===== src/rtl/display_pkg.sv =====
// display_pkg: shared types, constants and helpers for the display scan controller
package display_pkg;
  localparam logic [3:0] DIGIT_BLANK = 4'hF;
  localparam int N_DIGITS = 4;
  typedef logic [3:0] bcd_t;
  typedef enum logic {IDLE, CONV} state_t;
  function automatic bcd_t add3(bcd_t d);
    return (d > 4'd4) ? d + 4'd3 : d;
  endfunction
endpackage


===== src/rtl/bin2bcd_seq.sv =====
// bin2bcd_seq: 8-cycle shift-add-3 binary to 12-bit BCD converter
// Ports: clk, rst_n (async active-low); start/bin_in launch a conversion when idle;
// busy high while converting; done pulses during the last step, with bcd_out holding
// the final result in that same cycle so the caller can commit on the closing edge.
module bin2bcd_seq
  import display_pkg::*;
(
  input  logic        clk,
  input  logic        rst_n,
  input  logic        start,
  input  logic [7:0]  bin_in,
  output logic        busy,
  output logic        done,
  output logic [11:0] bcd_out
);
  logic [7:0]  bin;
  logic [11:0] bcd;
  logic [11:0] adj;
  logic [2:0]  cnt;
  assign adj = {add3(bcd[11:8]), add3(bcd[7:4]), add3(bcd[3:0])};
  // hundreds never exceeds 2 for 8-bit input, so the dropped MSB is always zero
  assign bcd_out = 12'({adj, bin[7]});
  assign done = busy && cnt == 3'd7;
  always_ff @(posedge clk or negedge rst_n)
    if (!rst_n) begin
      busy <= 1'b0;
      bin  <= '0;
      bcd  <= '0;
      cnt  <= '0;
    end else if (start && !busy) begin
      busy <= 1'b1;
      bin  <= bin_in;
      bcd  <= '0;
      cnt  <= '0;
    end else if (busy) begin
      bcd  <= bcd_out;
      bin  <= bin << 1;
      cnt  <= cnt + 3'd1;
      busy <= !done;
    end
endmodule


===== src/rtl/display_scan_ctrl.sv =====
// display_scan_ctrl: loads a byte + code digit, converts to BCD and scans 4 digits
// Ports: clk, rst_n (async active-low); value_in/code_in captured when load_valid &&
// load_ready; digit_bcd is the code of the enabled digit; an_n is the active-low
// one-hot digit enable. Build macro LEADING_ZERO_BLANK_EN blanks leading zeros.
module display_scan_ctrl
  import display_pkg::*;
#(
  parameter int SCAN_DIV = 50000,
  parameter int N_DIGITS = 4
) (
  input  logic       clk,
  input  logic       rst_n,
  input  logic [7:0] value_in,
  input  logic [3:0] code_in,
  input  logic       load_valid,
  output logic       load_ready,
  output logic [3:0] digit_bcd,
  output logic [3:0] an_n
);
  localparam int PW = $clog2(SCAN_DIV);
  state_t         state;
  bcd_t           disp [N_DIGITS];
  bcd_t           disp_nxt [N_DIGITS];
  bcd_t           hun, ten, code_q;
  logic [PW-1:0]  pre;
  logic [1:0]     idx, idx_nxt;
  logic           start, busy, done, term;
  logic [11:0]    bcd;
  assign start = load_valid && load_ready;
  assign term  = pre == PW'(SCAN_DIV - 1);
  bin2bcd_seq u_conv (
    .clk     (clk),
    .rst_n   (rst_n),
    .start   (start),
    .bin_in  (value_in),
    .busy    (busy),
    .done    (done),
    .bcd_out (bcd)
  );
`ifdef LEADING_ZERO_BLANK_EN
  assign hun = (bcd[11:8] == 4'd0) ? DIGIT_BLANK : bcd[11:8];
  assign ten = (bcd[11:4] == 8'd0) ? DIGIT_BLANK : bcd[7:4];
`else
  assign hun = bcd[11:8];
  assign ten = bcd[7:4];
`endif
  // next display contents and scan index, so a commit landing on a scan advance
  // is visible at the new index on that very edge
  always_comb begin
    disp_nxt = disp;
    if (done) begin
      disp_nxt[0] = bcd[3:0];
      disp_nxt[1] = ten;
      disp_nxt[2] = hun;
      disp_nxt[3] = code_q;
    end
    idx_nxt = term ? idx + 2'd1 : idx;
  end
  always_ff @(posedge clk or negedge rst_n)
    if (!rst_n) begin
      state      <= IDLE;
      load_ready <= 1'b1;
      code_q     <= '0;
      pre        <= '0;
      idx        <= '0;
      an_n       <= 4'b1110;
      digit_bcd  <= DIGIT_BLANK;
      disp       <= '{default: DIGIT_BLANK};
    end else begin
      pre       <= term ? '0 : pre + PW'(1);
      idx       <= idx_nxt;
      disp      <= disp_nxt;
      an_n      <= ~(4'b0001 << idx_nxt);
      digit_bcd <= disp_nxt[idx_nxt];
      if (state == IDLE && start) begin
        state      <= CONV;
        load_ready <= 1'b0;
        code_q     <= code_in;
      end else if (state == CONV && (done || !busy)) begin
        state      <= IDLE;
        load_ready <= 1'b1;
      end
    end
endmodule


===== config.mk =====
export PLATFORM = sky130hd
export DESIGN_NAME = display_scan_ctrl
export DESIGN_NICKNAME = d
export VERILOG_FILES = /design/src/rtl/display_pkg.sv /design/src/rtl/bin2bcd_seq.sv /design/src/rtl/display_scan_ctrl.sv
export SDC_FILE = /design/constraint.sdc
export NUM_CORES = 1
export LEC_CHECK = 0
export CORE_ASPECT_RATIO = 0.7
export CORE_MARGIN = 4
export CORE_UTILIZATION = 53
export DETAILED_ROUTE_END_ITERATION = 6
export GPL_TIMING_DRIVEN = 0
export PLACE_DENSITY = 0.73
export SYNTH_ARGS = -nofsm -noshare
export SYNTH_HDL_FRONTEND = slang
export SYNTH_HIERARCHICAL = 1
export SYNTH_SLANG_ARGS = --single-unit

===== constraint.sdc =====
create_clock -name clk -period 4.67 [get_ports clk]
set_input_delay 0.934 -clock clk [delete_from_list [all_inputs] [get_ports clk]]
set_output_delay 0.934 -clock clk [all_outputs]
set_load 0.01 [all_outputs]

After elaboration in Yosys (flattened, before gate mapping)

Cells that the tools add are included.

Input bits: 15
Flip-flop bits (word level): 72
Output and inout bits: 9

Multiplexer cells: 21
Reduce and logical (&&, ||, !) cells: 10
Equality and inequality tests: 2
Order comparisons: 4
Bitwise gates (word level): 3
Add/sub/neg operators: 6
Shift operators: 1

Operators by type and width:

| cell                  | number |
|---|---|
| $mux 16               | 2 |
| $mux 12               | 2 |
| $add 16x1->16 const B | 1 |
| $eq 16x16->1 const B  | 1 |
| $mux 4                | 4 |
| $mux 8                | 2 |
| $gt 4x3->1 const B    | 3 |
| $mux 3                | 3 |
| $add 4x2->4 const B   | 2 |
| $bmux 4 s2            | 1 |
| $mux 1                | 6 |
| $logic_and 1x1->1     | 5 |
| $not 4->4             | 1 |
| $reduce_bool 2->1     | 2 |
| $shl 1x2->4 const A   | 1 |
| $add 3x1->3 const B   | 1 |
| $add 3x2->3 const B   | 1 |
| $eq 3x3->1 const B    | 1 |
| $ge 3x3->1 const B    | 1 |
| $not 2->3             | 1 |
| $add 2x1->2 const B   | 1 |
| $logic_not 1->1       | 2 |
| $mux 2                | 1 |
| $logic_or 1x1->1      | 1 |
| $not 1->1             | 1 |

Depth between registers and ports, before layout

Gate-level depths: netlist (run 1).

Depth in word-level cells: 6
Gate-level depth with buffers: 9
Mapped depth without buffers: 9

Modules after synthesis

Netlist (run 1), hierarchy kept.

Modules (own cells, without submodules):

| module            | area an instance (µm²) | sequential area each (µm²) | cells each | instances |
|---|---|---|---|---|
| display_scan_ctrl | 2227.1                 | 1231.2                     | 194        | 1 |
| bin2bcd_seq       | 1382.6                 | 600.6                      | 139        | 1 |

Least setup slack after synthesis (run 1)

No wires, ideal clock.

Kind: register to register
From: register u_conv.cnt[0]
To: register digit_bcd[2]
Library setup time: 78 ps
Period minus slack after synthesis: 1817 ps
Required time: 4592 ps
Slack: 2853 ps
Cell stages (with the launch flop): 10
Data arrival time: 1739 ps
Cell sequence: dfrtp_1 > ha_1 > ha_1 > and2_1 > buf_4 > buf_4 > mux2i_1 > a22oi_1 > a21oi_1 > nor2_1

Longest elaborated chain between the ends: 6

RTL lines:

| element                                    | line                    | RTL |
|---|---|---|
| start: declaration                         | bin2bcd_seq.sv:19       | `logic [2:0] cnt;` |
| start signal: assignment                   | bin2bcd_seq.sv:38       | `cnt <= cnt + 3'd1;` |
| $eq 3x3->1                                 | bin2bcd_seq.sv:23       | `assign done = busy && cnt == 3'd7;` |
| $logic_and 1x1->1                          | bin2bcd_seq.sv:23       |  |
| named net done                             | display_scan_ctrl.sv:27 | `logic start, busy, done, term;` |
| $mux 16                                    | display_scan_ctrl.sv:51 | `if (done) begin` |
| $bmux 4 s2                                 | display_scan_ctrl.sv:74 | `digit_bcd <= disp_nxt[idx_nxt];` |
| $mux 4 (implied by the code) (2 in series) | display_scan_ctrl.sv:74 |  |
| end signal: assignment                     | display_scan_ctrl.sv:74 |  |
| end: declaration                           | display_scan_ctrl.sv:17 | `output logic [3:0] digit_bcd,` |

The timed path passes the listed nets, and every way through them passes these cells. The select of a mux whose other input is x is not followed.
A chain may end at the register's enable or synchronous reset.

Final worst setup path (run 1)

From: register load_ready
To: output load_ready

RTL lines:

| element                  | line                    | RTL |
|---|---|---|
| start: declaration       | display_scan_ctrl.sv:16 | `output logic load_ready,` |
| start signal: assignment | display_scan_ctrl.sv:62 | `load_ready <= 1'b1;` |
| start signal: assignment | display_scan_ctrl.sv:77 | `load_ready <= 1'b0;` |
| start signal: assignment | display_scan_ctrl.sv:81 | `load_ready <= 1'b1;` |

No word-level cell between the ends.

==> results.sh, run 1 <==
export IMPL_dp_hpwl_mm=5.01
export IMPL_die_area_um2=8220
export IMPL_reg2reg_setup_slack_ns=2.52
export IMPL_ys_warn_count=6
export IMPL_overflow=0
export IMPL_status="complete, no violations"
export IMPL_path_max_fanout=4
export IMPL_ir_drop_mv=0.291
export IMPL_place_congestion=0.783
export IMPL_drive_above_1_share=0.188
export IMPL_min_period_over_period=0.506
export IMPL_cts_tree="yes"
export IMPL_layout_min_cycle_time_ns=2.36
export IMPL_drv_cap=0
export IMPL_cts_sinks=72
export IMPL_clk_pin_slew_ns=0.08
export IMPL_drt_antenna_violating_nets=0
export IMPL_routed_wl_mm=7.07
export IMPL_ys_flop_type="dfrtp_1"
export IMPL_globalRouteTotalUtil=0.186
export IMPL_end_kind="primary output"
export IMPL_initialDrtViolationCount=108
export IMPL_syn_inst=333
export IMPL_hold_class="reg2reg"
export IMPL_power_density_nw_per_um2=557
export IMPL_dpl_cell_area_um2=3950
export IMPL_area_growth_pct=16.2
export IMPL_hold_slack_ns=0.471
export IMPL_cp_start_kind="flop"
export IMPL_cp_data_required_time_ns=3.74
export IMPL_slew_headroom=0.409
export IMPL_maxSlewViolCount=0
export IMPL_critPathBufInv=1
export IMPL_yosys_area_top_type="dfrtp_1"
export IMPL_synth_edf_count=0
export IMPL_first_pass_iters=4
export IMPL_ys_seq_area_frac=0.507
export IMPL_die_width_um=107
export IMPL_h_tree_depth=3
export IMPL_vias=2530
export IMPL_cp_slowest_stage_delay_ns=0.55
export IMPL_fin_nets=391
export IMPL_drc=0
export IMPL_syn_area_per_cell_um2=10.8
export IMPL_max_freq_mhz=423
export IMPL_rsz0062_at_grt="false"
export IMPL_async_reset_ff_frac=1.00
export IMPL_worstSetupPathDepth=1
export IMPL_path_delay_family="flip-flops"
export IMPL_die_y_um=77.0
export IMPL_yosysUniqueCellTypes=48
export IMPL_p_leak_nw=1.85
export IMPL_initial_utilization=0.562
export IMPL_worstSkewPairLatency_ns=0.35
export IMPL_rows=24
export IMPL_num_antenna_cells=0
export IMPL_final_cell_area_um2=4200
export IMPL_grt_max_degree=73
export IMPL_ioPinCount=24
export IMPL_grt_pass1_wl_mm=12.0
export IMPL_syn_area_um2=3610
export IMPL_via_per_inst=5.46
export IMPL_worstSetupStartpoint="load_ready"
export IMPL_min_from="pre[15]"
export IMPL_fin_setup_tns_ns=0
export IMPL_crit_arrival_ns=1.43
export IMPL_synth_top_area_frac=0.333
export IMPL_skew_ns=0.00788
export IMPL_ctsLongestPathBuffers=2
export IMPL_hold_violations=0
export IMPL_wl_per_cell_um=15.3
export IMPL_coreArea_um2=6430
export IMPL_cts_hold_buf=0
export IMPL_whs_path_depth=1
export IMPL_root_buffer="clkbuf_8"
export IMPL_antenna_found_initial=0
export IMPL_final_util=0.653
export IMPL_cts_made_buffers=9
export IMPL_post_cts_buffers=0
export IMPL_tightest_slew_ns=0.886
export IMPL_ys_seq_elements=72
export IMPL_portBuffers=23
export IMPL_synth_nets=357
export IMPL_regToRegEndpoint="digit_bcd[3]"
export IMPL_synth_area_leaders="dfrtp_1 (33%), dfstp_2 (17%), mux2i_1 (6.9%)"
export IMPL_path_class="reg2out"
export IMPL_cp_slowest_cell="dfstp_2"
export IMPL_r2r_start="u_conv/busy"
export IMPL_cp_cell_sequence="clkdlybuf4s50_1"
export IMPL_ff2ff_path_depth=8
export IMPL_finalSetupViolCount=0
export IMPL_grt_pass1_vias=2468
export IMPL_hold_path_end="pre[15]"
export IMPL_cts_resized=0
sequential cells by signal, indices dropped and copies added, names as in the netlist:
register     cells
u_conv/bcd      12
digit_bcd        4
disp            16
u_conv/busy      1
state            1
load_ready       1
code_q           4
idx              2
pre             16
u_conv/cnt       3
u_conv/bin       8
an_n             4
synthesized netlist by cell type, drive strengths merged, types with 2 or more instances:
| cell | instances |
|---|---|
| dfrtp | 48 |
| inv | 26 |
| mux2i | 25 |
| dfstp | 24 |
| nor2 | 20 |
| o21ai | 20 |
| nand2 | 19 |
| a22oi | 16 |
| a21oi | 14 |
| buf | 14 |
| and2 | 10 |
| xnor2 | 10 |
| ha | 9 |
| mux2 | 7 |
| nor2b | 6 |
| or3 | 6 |
| xor2 | 6 |
| and3 | 5 |
| nand3 | 5 |
| nand4 | 5 |
| a32o | 4 |
| and4 | 4 |
| nor3 | 4 |
| a22o | 3 |
| and4bb | 3 |
| clkbuf | 3 |
| o21bai | 3 |
| a31o | 2 |
| nand2b | 2 |
| o31ai | 2 |
routing by layer:
layer	track usage	vias up	share of wire
met5	0	-	0
met4	0.0677	0	0.018
met3	0.0512	12	0.046
met2	0.252	56	0.42
met1	0.284	1227	0.51
li1	-	1235	-
worst max path at each step:
stage | endpoint | slack (ns)
after global routing | load_ready | 2.23
after detailed placement | u_conv/bin[6] | 2.26
after global placement | u_conv/cnt[1] | 0.26
after floorplan | digit_bcd[2] | 2.85
after CTS | load_ready | 2.28
final | load_ready | 2.31
cell families (layout without fill, tap and decap cells):
group,count (synthesis),after routing,synth area share
xor+xnor,16,16,0.0409
fa+ha+maj,9,9,0.0312
flops,72,72,0.507
compound gates,69,69,0.124
mux,32,32,0.0922
buf+inv,43,82,0.0516
simple gates,92,92,0.153
power by group:
part	switching, mW	internal (mW)
Combinational	0.423	0.367
Clock	0.237	0.359
Sequential	0.104	0.850
Total	0.763	1.57
cell type report:
cell class | instances | area, um2
fillers | 547 | 2230
flip-flops and latches | 72 | 1830
multi-input cells | 218 | 1590
repair buffers | 23 | 228
clock buffers | 10 | 128
clock inverters | 6 | 116
well taps | 91 | 114
inverters | 26 | 97.6
plain buffers | 17 | 88.8
stage by stage:
step	std cells	worst slack [ns]	total power, mW
final	463	2.31	2.34
after global routing	463	2.23	2.50
after CTS	463	2.28	2.35
after detailed placement	447	2.26	1.74
after global placement	447	0.260	1.71
after floorplan	333	2.85	1.52
cells in the final DEF (no fill, tap or decap), types with 4 or more instances in the layout:
master           count
dfrtp_1             48
inv_1               26
mux2i_1             25
dfstp_2             24
clkdlybuf4s50_1     22
nor2_1              20
nand2_1             19
o21ai_0             18
a22oi_1             16
a21oi_1             14
xnor2_1             10
and2_1              10
ha_1                 9
clkbuf_8             9
buf_2                7
mux2_2               6
or3_1                6
buf_4                5
nand3_1              5
xor2_1               5
and3_1               4
nor3_1               4
nand4_1              4
a32o_1               4
Note: power is estimated with default switching activity, not from simulation.
==> run 2, diff against run 1 <==
Clock period 4.67 ns to 2.2 ns, I/O delays scaled along.
==> run 2 against run 1 <==
Against the previous run: first-iteration DRC count is the same; wire length about the same; clock skew barely moved; register-to-register slack worse by 2.4 ns; non-clock buffer count unchanged; via count shrank 0.20%; power grew 120%; sequential share of layout area decreased by 0.39 points; sequential cell count unchanged.
==> results.sh, run 2 (synthesis results as in run 1) <==
export IMPL_status="complete, no violations"
export IMPL_area_growth_pct=17.3
export IMPL_cts_made_buffers=9
export IMPL_max_freq_mhz=490
export IMPL_skew_ns=0.00782
export IMPL_rsz0062_at_grt="false"
export IMPL_grt_pass1_wl_mm=12.0
export IMPL_portBuffers=23
export IMPL_min_period_over_period=0.928
export IMPL_regArea_um2=1830
export IMPL_ctsLongestPathBuffers=2
export IMPL_routed_wl_mm=7.07
export IMPL_layout_setup_ws_ns=0.158
export IMPL_p_leak_nw=1.87
export IMPL_final_util=0.659
export IMPL_dp_hpwl_mm=5.01
export IMPL_finalSetupViolCount=0
export IMPL_initial_utilization=0.562
export IMPL_coreArea_um2=6430
export IMPL_post_place_ws_ns=0.0715
export IMPL_via_per_inst=5.45
export IMPL_drive_above_1_share=0.204
export IMPL_place_congestion=0.783
export IMPL_cts_tree="yes"
export IMPL_layout_min_cycle_time_ns=2.04
export IMPL_drt_antenna_violating_nets=0
export IMPL_cp_data_required_time_ns=2.48
export IMPL_worstSkewPairLatency_ns=0.35
export IMPL_cp_slowest_cell="dfrtp_1"
export IMPL_hold_violations=0
export IMPL_place_inst=447
export IMPL_fillCellCount=540
export IMPL_grt_max_degree=73
export IMPL_end_kind="flop"
export IMPL_die_y_um=77.0
export IMPL_path_class="reg2reg"
export IMPL_tightest_slew_ns=0.877
export IMPL_cp_cell_sequence="inv_1 > ha_1 > nor2b_4 > or3_1 > and2_1 > mux2i_2 > a22oi_1 > a21oi_1 > nor2_1"
export IMPL_globalRouteTotalUtil=0.186
export IMPL_wl_per_cell_um=15.3
export IMPL_rows=24
export IMPL_critPathBufInv=1
export IMPL_grt_pass1_vias=2468
export IMPL_vias=2525
export IMPL_maxSlewViolCount=0
export IMPL_path_delay_family="simple AND/OR/NAND/NOR gates"
export IMPL_antenna_found_initial=0
export IMPL_slew_headroom=0.415
export IMPL_crit_arrival_ns=2.32
export IMPL_path_max_fanout=5
export IMPL_fin_nets=391
export IMPL_first_pass_iters=5
export IMPL_p_total_mw=5.04
export IMPL_cts_sinks=72
export IMPL_die_area_um2=8220
export IMPL_die_width_um=107
export IMPL_final_common_cell="dfrtp_1"
export IMPL_hold_class="in2async"
export IMPL_reg_top3="disp x16, pre x16, u_conv/bcd x12"
export IMPL_layout_common_cells="dfrtp_1 (48), inv_1 (26), dfstp_2 (24)"
export IMPL_ir_drop_mv=0.620
export IMPL_reg2reg_setup_slack_ns=0.16
export IMPL_layoutNonFillerInstCount=463
export IMPL_num_antenna_cells=0
export IMPL_ioPinCount=24
export IMPL_post_cts_buffers=0
export IMPL_cts_hold_buf=0
export IMPL_cp_slowest_stage_delay_ns=0.41
export IMPL_drc=0
export IMPL_power_density_nw_per_um2=1190
export IMPL_clk_pin_slew_ns=0.08
export IMPL_drv_cap=0
export IMPL_h_tree_depth=3
export IMPL_root_buffer="clkbuf_8"
export IMPL_cp_start_kind="flop"
export IMPL_multi_input_area_um2=1620
export IMPL_initialDrtViolationCount=108
export IMPL_overflow=0
## run 2: report_power, final
group / leakage, nW / switching (mW) / internal (mW)
combinational: 0.869 / 0.912 / 0.817
sequential: 0.877 / 0.238 / 1.81
clock: 0.121 / 0.505 / 0.761
## run 2: final timing paths
kind | from | end | depth (start not counted)
max in group asynchronous | rst_n | idx[0] | 1
max | u_conv/bcd[0] | digit_bcd[1] | 9
max reg2reg | u_conv/bcd[0] | digit_bcd[1] | 9
min reg2reg | pre[15] | pre[15] | 1
min in group clk | pre[15] | pre[15] | 1
min | rst_n | pre[5] | 1
## run 2: metrics by stage
stage	hold slack, ns	cell area [um2]	TNS [ns]
2_1_floorplan	0.144	3610	0
3_3_place_gp	0.457	3950	-103.68
3_5_place_dp	0.462	3950	0
4_1_cts	0.236	4200	0
5_1_grt	0.268	4230	0
6_report	0.193	4230	0
## run 2: worst register-to-register path, delay by kind of cell, from the launching register on
kind,cells,cell delay [ns]
flops,1,0.41
mux,1,0.21
simple gates,4,0.68
fa+ha+maj,1,0.26
buf+inv,1,0.13
compound gates,2,0.30
## run 2: layout make-up
class                      instances  share of cell area
multi-input combinational        218               0.383
inverter                          26              0.0231
tap                               91              0.0269
clock inverter                     6              0.0275
clock buffer                      10              0.0302
buffer                            17              0.0225
timing repair buffer              23              0.0538
sequential                        72               0.433
## run 2: timing repair
item                                    in CTS  in global routing
endpoints found under the hold margin        0                  0
resized for setup                            0                  9
endpoints found under the setup margin       0                  4
## run 2: routing by layer
layer | vias to the layer above | track usage | share of wire
met5 | - | 0 | 0
met2 | 55 | 0.252 | 0.41
met1 | 1228 | 0.284 | 0.53
met4 | 0 | 0.0677 | 0.019
met3 | 12 | 0.0512 | 0.042
li1 | 1230 | - | -
